<file path="src/rtl/alu_cmd_sequencer.sv">
// ============================================================================
//  Module      : alu_cmd_sequencer
//  Description : Initiator-side controller for an 8-bit combinational ALU.
//                Queues {A, B, Sel} commands in a small FIFO and issues them
//                one at a time on registered ALU drive lines. Each ALU result
//                is captured and returned on a valid/ready response port
//                with carry, divide-by-zero and select echo.
//  Revision    : 1.0 - initial release
// ============================================================================
`default_nettype none

module alu_cmd_sequencer #(
  parameter int DEPTH = 4,
  parameter int CNT_W = 3
) (
  input  logic             clk,
  input  logic             rst_n,
  // command port
  input  logic             i_cmd_valid,
  output logic             o_cmd_ready,
  input  logic [7:0]       i_cmd_a,
  input  logic [7:0]       i_cmd_b,
  input  logic [3:0]       i_cmd_sel,
  // ALU drive / return
  output logic [7:0]       o_alu_a,
  output logic [7:0]       o_alu_b,
  output logic [3:0]       o_alu_sel,
  input  logic [7:0]       i_alu_out,
  input  logic             i_alu_carry,
  // response port
  output logic             o_rsp_valid,
  input  logic             i_rsp_ready,
  output logic [7:0]       o_rsp_data,
  output logic             o_rsp_carry,
  output logic             o_rsp_dz,
  output logic [3:0]       o_rsp_sel,
  // status
  output logic [CNT_W-1:0] o_cmd_count
);

  localparam int PTR_W = (DEPTH > 1) ? $clog2(DEPTH) : 1;

  localparam logic [3:0] c_SEL_ADD = 4'b0000;
  localparam logic [3:0] c_SEL_DIV = 4'b0011;

  typedef enum logic [1:0] {
    S_IDLE = 2'd0,
    S_EXEC = 2'd1,
    S_RESP = 2'd2
  } state_t;

  // FIFO entry layout: {sel, b, a}
  logic [19:0]      r_mem [DEPTH];
  logic [PTR_W-1:0] r_wr_ptr;
  logic [PTR_W-1:0] r_rd_ptr;
  logic [CNT_W-1:0] r_count;

  state_t           r_state;
  logic [7:0]       r_alu_a;
  logic [7:0]       r_alu_b;
  logic [3:0]       r_alu_sel;
  logic             r_rsp_valid;
  logic [7:0]       r_rsp_data;
  logic             r_rsp_carry;
  logic             r_rsp_dz;
  logic [3:0]       r_rsp_sel;

  logic             w_not_full;
  logic             w_not_empty;
  logic             w_push;
  logic             w_pop;
  logic             w_rsp_hs;
  logic             w_dz;
  logic [19:0]      w_head;

  // Ready is derived from registered occupancy only, so a full FIFO never
  // accepts a push even when a pop happens in the same cycle.
  assign w_not_full  = (r_count < CNT_W'(DEPTH));
  assign w_not_empty = (r_count != '0);
  assign w_push      = i_cmd_valid && w_not_full;
  assign w_rsp_hs    = r_rsp_valid && i_rsp_ready;
  // A new command is pulled either from IDLE or straight out of a completed
  // response handshake, which gives back-to-back 2-cycle issue.
  assign w_pop       = w_not_empty &&
                       ((r_state == S_IDLE) || ((r_state == S_RESP) && w_rsp_hs));
  assign w_head      = r_mem[r_rd_ptr];
  // Divide by zero is decided from the issued operands; ALU output is ignored.
  assign w_dz        = (r_alu_sel == c_SEL_DIV) && (r_alu_b == 8'h00);

  // FIFO storage write; contents need no reset since occupancy gates reads.
  always_ff @(posedge clk) begin
    if (w_push) begin
      r_mem[r_wr_ptr] <= {i_cmd_sel, i_cmd_b, i_cmd_a};
    end
  end

  // FIFO pointers (wrap naturally modulo DEPTH) and occupancy counter.
  always_ff @(posedge clk or negedge rst_n) begin
    if (!rst_n) begin
      r_wr_ptr <= '0;
      r_rd_ptr <= '0;
      r_count  <= '0;
    end else begin
      if (w_push) begin
        r_wr_ptr <= r_wr_ptr + PTR_W'(1);
      end
      if (w_pop) begin
        r_rd_ptr <= r_rd_ptr + PTR_W'(1);
      end
      if (w_push && !w_pop) begin
        r_count <= r_count + CNT_W'(1);
      end else if (w_pop && !w_push) begin
        r_count <= r_count - CNT_W'(1);
      end
    end
  end

  // Issue/capture FSM with registered ALU drive and response outputs.
  always_ff @(posedge clk or negedge rst_n) begin
    if (!rst_n) begin
      r_state     <= S_IDLE;
      r_alu_a     <= '0;
      r_alu_b     <= '0;
      r_alu_sel   <= '0;
      r_rsp_valid <= 1'b0;
      r_rsp_data  <= '0;
      r_rsp_carry <= 1'b0;
      r_rsp_dz    <= 1'b0;
      r_rsp_sel   <= '0;
    end else begin
      case (r_state)
        S_IDLE: begin
          if (w_pop) begin
            {r_alu_sel, r_alu_b, r_alu_a} <= w_head;
            r_state <= S_EXEC;
          end
        end
        S_EXEC: begin
          r_rsp_data  <= w_dz ? 8'hFF : i_alu_out;
          r_rsp_carry <= i_alu_carry && (r_alu_sel == c_SEL_ADD);
          r_rsp_dz    <= w_dz;
          r_rsp_sel   <= r_alu_sel;
          r_rsp_valid <= 1'b1;
          r_state     <= S_RESP;
        end
        S_RESP: begin
          if (w_rsp_hs) begin
            r_rsp_valid <= 1'b0;
            if (w_pop) begin
              {r_alu_sel, r_alu_b, r_alu_a} <= w_head;
              r_state <= S_EXEC;
            end else begin
              r_state <= S_IDLE;
            end
          end
        end
        default: begin
          r_state <= S_IDLE;
        end
      endcase
    end
  end

  assign o_cmd_ready = w_not_full;
  assign o_cmd_count = r_count;
  assign o_alu_a     = r_alu_a;
  assign o_alu_b     = r_alu_b;
  assign o_alu_sel   = r_alu_sel;
  assign o_rsp_valid = r_rsp_valid;
  assign o_rsp_data  = r_rsp_data;
  assign o_rsp_carry = r_rsp_carry;
  assign o_rsp_dz    = r_rsp_dz;
  assign o_rsp_sel   = r_rsp_sel;

endmodule

`default_nettype wire

</file>
<file path="config.mk">
export PLATFORM = sky130hd
export DESIGN_NAME = alu_cmd_sequencer
export DESIGN_NICKNAME = d
export VERILOG_FILES = /design/src/rtl/alu_cmd_sequencer.sv
export SDC_FILE = /design/constraint.sdc
export NUM_CORES = 1
export LEC_CHECK = 0
export ABC_AREA = 1
export BUFFER_PORTS_ARGS = -buffer_cell sky130_fd_sc_hd__buf_2
export CORE_MARGIN = 2
export CORE_UTILIZATION = 49
export CTS_BUF_LIST = sky130_fd_sc_hd__clkbuf_16
export DETAILED_ROUTE_END_ITERATION = 6
export PLACE_DENSITY_LB_ADDON = 0.2
export SYNTH_ARGS = -nofsm -noshare
export SYNTH_HDL_FRONTEND = slang
export SYNTH_SLANG_ARGS = --single-unit
</file>
<file path="constraint.sdc">
create_clock -name clk -period 2.28 [get_ports clk]
set_input_delay 0.342 -clock clk [delete_from_list [all_inputs] [get_ports clk]]
set_output_delay 0.342 -clock clk [all_outputs]
set_load 0.005 [all_outputs]
</file>
==> run metrics <==
Setup Skew 0.00452 ns; met2 routed WL approximately 4400 um; Max Slew Vio Count 0; cell chain of the critical path inv_2, nand2_1, inv_1, ha_1, inv_1, fa_1, a21oi_1, o21ai_0, xor2_1; CTS Root Cell clkbuf_16; Core Area around 9700 um^2; RSZ-0062 raised after global routing false; max incr delay on CP between 0.3 and 0.4 ns; worst skew pair latency around 0.40 ns; initial antenna violation count 0; post-route antenna net violation count 0; top_reg_cell synth edfxtp_1; Power Density roughly 830 nW/um^2; Most common cell on crit path inv_1; final total power a little under 5 mW; Syn Nets 467; DR vias between 3000 and 4000; vias in the first global route 3050; Sw Share about a fifth; Die Y about 100 um; Area contributors post-synth edfxtp_1 (49%), dfrtp_1 (22%), nor2_1 (6.9%); gr ovfl total 0; Synth async-reset ratio a little over a third; Switch Pwr 934 uW; status completed; Leak Pwr around 2.5 nW; router iterations before antenna repair 4; post-place setup slack about 0.42 ns; Max-Slew Margin vs Limit a little over three fifths; largest net degree at the start of global routing 45; drt via density ~5; YS warnings 0; Post-DP HPWL 5790 um; clk slew on worst S/H paths roughly 0.05 ns; I/O pin total 72; Tot GR Track Use between 10% and 20%; DRT met1 WL about 4300 um; top layer in use met4; area share of the largest cell type after synthesis between 40% and 50%; wire per inst 14.1 um; register area share after synthesis a little under three quarters; DIE AREA roughly 11000 um^2; Yosys reg bits 124; Setup WS post-layout around 0.42 ns; fin crit share 81.5%; DRC 0; Commonest cells post-synth nor2_1 (90), nand2_1 (86), edfxtp_1 (80); DRT iter0 DRCs 160; Post-CTS Setup Bufs 0; total negative slack 0 ns; Internal Power 4.00 mW; cell area after synthesis just under 5000 um^2; TritonCTS clock tree done; clock share of power roughly 50%; Buffers on Ports around 70; first-pass GRT wire length approximately 15000 um; Diodes inserted 0; multiplexer share of the synthesized area 0.230%; Final #Nets ~550; number of synthesized flops with an enable pin 80; Clock Path Buffers 2; row count 36; synthesized area per cell 11.4 um^2; Starting Density about half; min cycle time layout around 1.9 ns; startpoint types flip-flop; final hold vios 0; flop-to-flop setup slack between 0.4 and 0.5 ns; total CTS buffers 17; Yosys cell types 24; H-tree depth 4; Combinational Power Share approximately 1.2%; CP max-delay cell dfrtp_1; sequential share of power between 40% and 50%; # fillers 820; maximum VDD drop roughly 420 uV; Slew @ Worst Pin about 0.56 ns; most frequent cell after synthesis nor2_1; Synth Instances 428; Routed WL around 9000 um; GPL Wtd Cong about 0.74; Post-Synth Simple-Gate Area 14.4%; XOR/XNOR share of the synthesized area 0.715%; max cap viols 0; Post-CTS Hold Buffers 0; critical path endpoint category flip-flop; layout cells sized above 1 between 20% and 30%; Area Overhead vs Synth 21.3%; Resized cells post-CTS 0; Hold Crit Class in2async; CP Class reg2reg; post-synthesis compound-gate area fraction 7.66%; metal3 WL 428 um; chip width a little over 100 um; Max Fclk between 500 and 600 MHz; largest family of logic cells by synthesized area simple AND/OR/NAND/NOR gates; clock tree sinks 124; adder-cell share of the synthesized area 1.69%; setup violators final 0; WP data arrival 2.13 ns; Yosys top cell by area edfxtp_1; WP data required about 2.6 ns; Crit Path Max Fanout 6
==> through the flow <==
stage	hold slack [ns]	instances	area (um^2)	utilization, %
2_1_floorplan	0.0464	428	4900	-
3_3_place_gp	0.455	624	5390	55.4
3_5_place_dp	0.458	624	5390	55.4
4_1_cts	0.0223	656	5940	61.1
5_1_grt	0.0621	656	5940	61.1
6_report	0.0145	656	5940	61.1
==> layout make-up <==
cell class,instances,area (um^2),share of cell area (%)
multi-input cells,269,1210,20.4
clock inverters,15,131,2.21
well taps,133,166,2.80
clock buffers,17,425,7.16
repair buffers,81,443,7.45
flip-flops and latches,124,3500,58.9
inverters,17,63.8,1.07
==> path summary, 6_finish.rpt <==
check / startpoint / endpoint / cells past startpoint
worst max-delay path: o_cmd_count[2]$_DFFE_PN0P_ / o_cmd_count[2]$_DFFE_PN0P_ / 9
worst min-delay path: rst_n / o_cmd_count[1]$_DFFE_PN0P_ / 2
worst max register to register: o_cmd_count[2]$_DFFE_PN0P_ / o_cmd_count[2]$_DFFE_PN0P_ / 9
worst min register to register: o_alu_a[7]$_DFFE_PN0P_ / o_alu_a[7]$_DFFE_PN0P_ / 2
max in group asynchronous: rst_n / o_alu_b[2]$_DFFE_PN0P_ / 2
min in group clk: i_cmd_b[2] / r_mem[0][10]$_DFFE_PP_ / 1
==> metal layers <==
layer  GRT usage (%)  up-vias
met5               0        -
met4            9.56        0
li1                -     1603
met3            5.14        7
met2            28.7       86
met1            24.0     1502
==> registers in the layout, summed over array words and instances (netlist names) <==
signal and flops:
o_alu_sel 4, r_state 2, o_rsp_carry 1, o_cmd_count 3
r_rd_ptr 2, o_alu_b 8, o_rsp_valid 1, o_rsp_data 8
o_rsp_sel 4, o_alu_a 8, r_mem 80, o_rsp_dz 1
r_wr_ptr 2
==> power by group through the flow <==
stage / clock (mW) / sequential [mW] / combinational [mW]
after floorplan: 0 / 2.44 / 0.00133
after global placement: 0 / 2.44 / 0.0563
after detailed placement: 0 / 2.44 / 0.0590
after CTS: 2.51 / 2.40 / 0.0587
after global routing: 2.62 / 2.40 / 0.0658
final: 2.48 / 2.40 / 0.0572
==> layout by cell type (no fill, tap or decap), types with 2 or more instances in the layout <==
master       n
o21ai_0     21
dfrtp_1     44
o21ai_1     46
bufinv_16    2
clkbuf_16   17
buf_2       71
buf_4        9
edfxtp_1    80
a21oi_1      8
clkinv_2     9
nor3_1       2
nand2_1     86
ha_1         5
inv_1       12
xor2_1       3
clkinvlp_4   3
inv_2        5
nor2_1      90
==> kinds of logic (layout without fill, tap and decap cells) <==
group / after synthesis / after routing
buffers and inverters: 35 / 130
AOI/OAI and AO/OA: 75 / 75
muxes: 1 / 1
adders and majority gates: 6 / 6
and+or+nand+nor: 183 / 183
DFF: 124 / 124
xor gates and xnor gates: 4 / 4
==> critical path, delay by kind of cell, from the launching register on <==
family,cells,cell delay (ns)
fa+ha+maj,2,0.52
flops,1,0.39
buf+inv,3,0.27
compound gates,2,0.25
xor+xnor,1,0.16
simple gates,1,0.14
(Power assumes the default switching activity.)
